$ cat src/rtl/digital_tube_driver.sv
// Latches CPU halfword writes into a 32-bit display word and scans its eight hex digits
// onto two 4-digit seven-segment groups. Optional TUBE_ZERO_BLANK_EN blanks leading zeros.
module digital_tube_driver #(
   parameter int unsigned CLK_DIV = 100000
) (
   input  logic        clk,
   input  logic        rst,
   input  logic        tubectrl,
   input  logic        tubewrite,
   input  logic        tubeaddr,
   input  logic [15:0] tubewdata,
   input  logic        tube_en,
   output logic        tube_ack,
   output logic [7:0]  an,
   output logic [7:0]  seg_lo,
   output logic [7:0]  seg_hi
);

   localparam int unsigned DIV_W = (CLK_DIV > 1) ? $clog2(CLK_DIV) : 1;
   localparam logic [DIV_W-1:0] DIV_LAST = DIV_W'(CLK_DIV - 1);

   logic [31:0]      data_q;
   logic [DIV_W-1:0] div_q;
   logic [1:0]       idx_q;
   logic             wr;
   logic [4:0]       lo_base;
   logic [4:0]       hi_base;
   logic [3:0]       nib_lo;
   logic [3:0]       nib_hi;
   logic             blank_lo;
   logic             blank_hi;
   logic [7:0]       an_next;

   // Segment pattern for one hex nibble, bit 0 = a .. bit 6 = g, dp off
   function automatic logic [7:0] hex_seg(input logic [3:0] n);
      case (n)
         4'h0: hex_seg = 8'h3F;
         4'h1: hex_seg = 8'h06;
         4'h2: hex_seg = 8'h5B;
         4'h3: hex_seg = 8'h4F;
         4'h4: hex_seg = 8'h66;
         4'h5: hex_seg = 8'h6D;
         4'h6: hex_seg = 8'h7D;
         4'h7: hex_seg = 8'h07;
         4'h8: hex_seg = 8'h7F;
         4'h9: hex_seg = 8'h6F;
         4'hA: hex_seg = 8'h77;
         4'hB: hex_seg = 8'h7C;
         4'hC: hex_seg = 8'h39;
         4'hD: hex_seg = 8'h5E;
         4'hE: hex_seg = 8'h79;
         default: hex_seg = 8'h71;
      endcase
   endfunction

   assign wr = tubectrl & tubewrite;

   // Digit selection for the current scan position of both groups
   always_comb begin
      lo_base = {1'b0, idx_q, 2'b00};
      hi_base = {1'b1, idx_q, 2'b00};
      nib_lo  = data_q[lo_base +: 4];
      nib_hi  = data_q[hi_base +: 4];
`ifdef TUBE_ZERO_BLANK_EN
      blank_lo = (idx_q != 2'd0) && ((data_q >> lo_base) == 32'd0);
      blank_hi = ((data_q >> hi_base) == 32'd0);
`else
      blank_lo = 1'b0;
      blank_hi = 1'b0;
`endif
      an_next = 8'h00;
      an_next[{1'b0, idx_q}] = ~blank_lo;
      an_next[{1'b1, idx_q}] = ~blank_hi;
   end

   always_ff @(posedge clk) begin
      if (!rst) begin
         data_q   <= 32'd0;
         div_q    <= '0;
         idx_q    <= 2'd0;
         tube_ack <= 1'b0;
         an       <= 8'h00;
         seg_lo   <= 8'h00;
         seg_hi   <= 8'h00;
      end else begin
         tube_ack <= wr;
         if (wr) begin
            if (tubeaddr) data_q[31:16] <= tubewdata;
            else          data_q[15:0]  <= tubewdata;
         end
         // Disabled display holds the scan at position 0 so it restarts cleanly
         if (!tube_en) begin
            div_q  <= '0;
            idx_q  <= 2'd0;
            an     <= 8'h00;
            seg_lo <= 8'h00;
            seg_hi <= 8'h00;
         end else begin
            if (div_q == DIV_LAST) begin
               div_q <= '0;
               idx_q <= idx_q + 2'd1;
            end else begin
               div_q <= div_q + DIV_W'(1);
            end
            an     <= an_next;
            seg_lo <= blank_lo ? 8'h00 : hex_seg(nib_lo);
            seg_hi <= blank_hi ? 8'h00 : hex_seg(nib_hi);
         end
      end
   end

endmodule

$ cat config.mk
export PLATFORM = sky130hd
export DESIGN_NAME = digital_tube_driver
export DESIGN_NICKNAME = d
export VERILOG_FILES = /design/src/rtl/digital_tube_driver.sv
export SDC_FILE = /design/constraint.sdc
export NUM_CORES = 1
export LEC_CHECK = 0
export CORE_MARGIN = 4
export CORE_UTILIZATION = 55
export DETAILED_ROUTE_END_ITERATION = 8
export DONT_BUFFER_PORTS = 1
export HOLD_SLACK_MARGIN = 0.08
export PLACE_DENSITY = 0.73
export SYNTH_ARGS = -nofsm -noshare
export SYNTH_HDL_FRONTEND = slang
export SYNTH_SLANG_ARGS = --single-unit
export TNS_END_PERCENT = 1
$ cat constraint.sdc
create_clock -name clk -period 2.4 [get_ports clk]
set_input_delay 0.6 -clock clk [delete_from_list [all_inputs] [get_ports clk]]
set_output_delay 0.6 -clock clk [all_outputs]
set_load 0.02 [all_outputs]
Word-level counts from Yosys, hierarchy flattened
Memory sizes are Yosys's and may differ from the RTL's. A register that Yosys moved wholly into a read port is not among the register bits.
Cells that the tools add are included.
- register bits after elaboration: 76
- bits in read-only memories: 224
- input port bits: 22
- output and inout port bits: 25
- memories kept: 2
- memory list (name ; depth ; width ; rd ports ; clocked after Yosys merged registers in ; write ports ; RTL line ; text):
    (name not given) ; 16 ; 7 ; 1 ; 1 ; 0 ; 36 ; case (n)
    (name not given) ; 16 ; 7 ; 1 ; 1 ; 0 ; 36 ;
- add/subtract/negate cells: 2
- $lt $le $gt $ge: 4
- equality and inequality tests: 1
- shift-type cells: 2
- multiplexer cells: 4
- bitwise gates (word level): 5
- reductions and logical operators: 8
- operators by type and width (cell ; number):
    $shiftx A32 B5 Y4 ; 1
    $shiftx A32 B6 Y4 ; 1
    $add A17 B1 Y17 const B ; 1
    $eq A17 B17 Y1 const B ; 1
    $or A4 B8 Y8 ; 1
    $reduce_and A2 Y1 ; 3
    $demux W1 S2 ; 2
    $lt A2 B4 Y1 const B ; 1
    $lt A3 B4 Y1 const B ; 1
    $ge A3 B1 Y1 const B ; 1
    $not A1 Y1 ; 3
    $reduce_or A3 Y1 ; 1
    $add A2 B1 Y2 const B ; 1
    $ge A2 B1 Y1 const B ; 1
    $logic_and A1 B1 Y1 ; 2
    $logic_not A1 Y1 ; 2
    $mux W1 ; 2
    $and A1 B1 Y1 ; 1

Logic depth before layout (Yosys ltp)
- depth after elaboration: 5
- depth in mapped cells: 8
- depth with buffers taken out: 7

Worst setup path after synthesis
No wires, ideal clock.
- path kind: register to register
- start point: register idx_q[0]
- end point: register seg_hi[3]
- library setup time: 0.070 ns
- arrival: 1.892 ns
- required time: 2.330 ns
- slack: 0.438 ns
- cell stages (with the launch flop): 7
- path buffers: 1
- period minus slack after synthesis: 1.962 ns
- cell sequence: dfxtp_1 buf_6 mux4_1 ha_1 and2b_1 a211o_1 a21oi_1
- longest elaborated chain between the ends: 1
- RTL lines (item ; RTL line ; text):
    from (decl) ; 24 ; logic [1:0] idx_q;
    from (signal assigned) ; 101 ; idx_q <= idx_q + 2'd1;
    $shiftx A32 B6 Y4 ; 63 ; nib_hi = data_q[hi_base +: 4];
    to (decl) ; 16 ; output logic [7:0] seg_hi
Every way passes these cells.
A chain may end at the register's enable or synchronous reset.

Worst setup path after layout
- start point: register idx_q[0]
- end point: register seg_hi[1]
Same word-level chain as after synthesis.

==> impl_metrics.csv <==
group,metric,value,unit
outcome,status,"finished, final reports clean",
layout,drive_gt1_frac,0.0845,
yosys,synth_seq_area_share,0.423,
timing,min_period,2180,ps
floorplanning,ios,47,
yosys,syn_area,3310,um^2
layout,antennaDiodeCount,0,
floorplanning,die_w,85.6,um
timing,finalSetupViolations,0,
setup_path,cp_cell_sequence,"mux4_1 -> inv_1 -> ha_1 -> nor2_1 -> a21oi_1 -> a221oi_1",
hold_path,hold_class,"input pin to flop",
detailed_routing,drcViolationCount,0,
timing,hold_ws,388,ps
timing,fin_worst_skew,11.2,ps
cts,h-tree-depth,3,
yosys,synth_ff_type,"dfxtp_1",
detailed_routing,wl_per_cell,15.1,um
setup_path,required,2640,ps
cts,cts_buffer_depth,2,
global_routing,grt_max_degree,40,
cts,cts_resized,0,
floorplanning,fp.dieArea,7320,um^2
detailed_routing,totalWireLength,6450,um
placement,port_buffers,0,
setup_path,crit_path_end_kind,"flop",
yosys,yosysTopAreaCellShare,0.423,
cts,cts_setup_buffers,0,
cts,cts_made_buffers,9,
power_and_ir_drop,clkPwrFrac,0.482,
run,cap_viol_max_count,0,
yosys,synth.area.top_cells,"dfxtp_1, nand2_1, a21boi_0",
layout,final_nets,391,
global_routing,grt_pass1_wl,10500,um
placement,dp_hpwl,4640,um
detailed_routing,dr.pass1.iters,4,
yosys,synth-edff-count,0,
yosys,syn_inst,359,
timing,fin_crit_sh,0.910,
power_and_ir_drop,p_sw,0.557,mW
yosys,synth.distinct_cells,43,
power_and_ir_drop,vdd_ir_drop_max,0.527,mV
global_routing,antenna_found_initial,0,
cts,tritoncts_num_sinks,70,
setup_path,cp_top_family,"multiplexers",
layout,fillers,464,
layout,multiInputGateArea,1730,um^2
power_and_ir_drop,leakagePower,1.34,nW
detailed_routing,first_iter_violations,118,
power_and_ir_drop,switching_share,0.214,
cts,tritoncts,"done",
global_routing,overflow,0,
setup_path,crit_type,"flop to flop",
setup_path,slowest_stage,"mux4_1",
setup_path,arrival,2430,ps
cts,postCtsHoldBufs,0,
floorplanning,core,5680,um^2
detailed_routing,vias,2388,
timing,max_slew_margin,0.550,
power_and_ir_drop,p_seq_frac,0.474,
timing,final-hold-violation-count,0,
cts,cts.clk_slew.worst_paths,80,ps
setup_path,crit_fanout,8,
cts,cts-root-buf,"clkbuf_8",
detailed_routing,ant_nets,0,
timing,fin_setup_tns,0,ps
yosys,yosysWarningCount,0,
timing,setup_ws,215,ps
setup_path,startpoint_type,"flop",
timing,fmax,458,MHz
floorplanning,die_h,85.6,um
layout,seqCellArea,1400,um^2
global_routing,grt_use_total,0.182,
floorplanning,start_util,0.583,
power_and_ir_drop,power.density,729,nW/um^2
global_routing,grt_pass1_vias,2179,
placement,place_worst_setup_slack,236,ps
yosys,async_reset_ff_frac,0,
power_and_ir_drop,internal-power,2.05,mW
setup_path,crit_buf_inv,1,
power_and_ir_drop,comb_power_share,0.044,
layout,final_util,0.629,
yosys,yosysTopAreaCell,"dfxtp_1",
yosys,synth.ff_latch_count,70,
timing,tightest_slew,673,ps
timing,slew_viol_final,0,
floorplanning,num_rows,27,
yosys,syn_area_per_cell,9.22,um^2
setup_path,crit_path_max_incr_delay,700,ps
detailed_routing,vias_per_cell,5.59,
layout,areaGrowthSynthToFinish,7.94,%
timing,rsz0062_at_grt,"false",
cts,clock_latency,350,ps
placement,place.gp.congestion,0.864,
## final timing paths
| path | start | to | slack, ps | cells after the start |
|---|---|---|---|---|
| setup reg to reg | idx_q[0] | seg_hi[1] | 220 | 6 |
| setup / recovery | idx_q[0] | seg_hi[1] | 220 | 6 |
| hold reg to reg | div_q[0] | div_q[0] | 460 | 1 |
| hold / removal | tubewdata[0] | data_q[0] | 390 | 2 |
## cells by family (layout without fill, tap and decap cells)
group	Yosys count	after routing	synth area share
adder cells (fa/ha/maj)	19	19	0.0718
multiplexers	9	9	0.0631
AO/OA/AOI/OAI	60	60	0.135
XOR/XNOR	14	14	0.0371
AND/OR/NAND/NOR	147	147	0.213
other	1	2	0.00113
flip-flops	70	70	0.423
buffers and inverters	39	34	0.0552
## stage by stage
step           cells  power [mW]  area [um^2]
6_report         427        2.60         3570
5_1_grt          427        2.70         3570
4_1_cts          427        2.63         3570
3_5_place_dp     411        1.38         3300
3_3_place_gp     411        1.37         3300
2_1_floorplan    360        1.36         3310
## cells in the final DEF (no fill, tap or decap), types with 5 or more instances in the layout
cell type / Yosys / final
clkbuf_8: 0 / 9
mux4_1: 5 / 5
a21oi_1: 5 / 5
nor2_1: 27 / 27
and3_1: 7 / 7
dfxtp_1: 70 / 70
xor2_1: 7 / 7
nand2_1: 73 / 73
a221oi_1: 10 / 10
ha_1: 19 / 19
nand3_1: 10 / 10
xnor2_1: 7 / 7
inv_1: 14 / 14
a21boi_0: 32 / 32
o21ai_0: 6 / 6
## synthesized netlist by cell type (all sizes together), types with 5 or more instances
cell type	count
nand2	73
xor2	7
nand3	10
clkbuf	13
inv	14
and3	7
ha	19
a21oi	5
buf	12
nor2	27
dfxtp	70
a21boi	32
mux4	8
xnor2	7
a221oi	10
o21ai	6
## power by group through the flow
| stage | Sequential [mW] | Combinational, mW | Clock [mW] |
|---|---|---|---|
| after floorplan | 1.25 | 0.107 | 0 |
| after global placement | 1.26 | 0.112 | 0 |
| after detailed placement | 1.26 | 0.115 | 0 |
| after CTS | 1.23 | 0.115 | 1.29 |
| after global routing | 1.24 | 0.132 | 1.34 |
| final | 1.23 | 0.115 | 1.25 |
## sequential cells by signal, summed over array words and instances, names as in the netlist
register  flops
idx_q         2
div_q        17
seg_hi        7
an            4
data_q       32
tube_ack      1
seg_lo        7
## per-layer routing
layer,part of all wire,GRT usage,up-vias
li1,-,-,1197
met1,0.49,0.259,1099
met2,0.41,0.248,80
met3,0.083,0.0557,12
met4,0.018,0.0892,0
met5,0,0,-
## worst reg2reg max path: stages (launching register included)
cell and delay [ps]:
dfxtp_1 530, mux4_1 700, inv_1 170, ha_1 250, nor2_1 140, a21oi_1 60, a221oi_1 240
## final cells by class
| type | instances | share of cell area |
|---|---|---|
| inverter | 14 | 0.0147 |
| multi-input combinational | 251 | 0.484 |
| sequential | 70 | 0.392 |
| clock buffer | 9 | 0.0347 |
| clock inverter | 7 | 0.0406 |
| tap | 72 | 0.0252 |
| timing repair buffer | 4 | 0.00841 |
No activity file was read; power rests on OpenSTA's default activity.
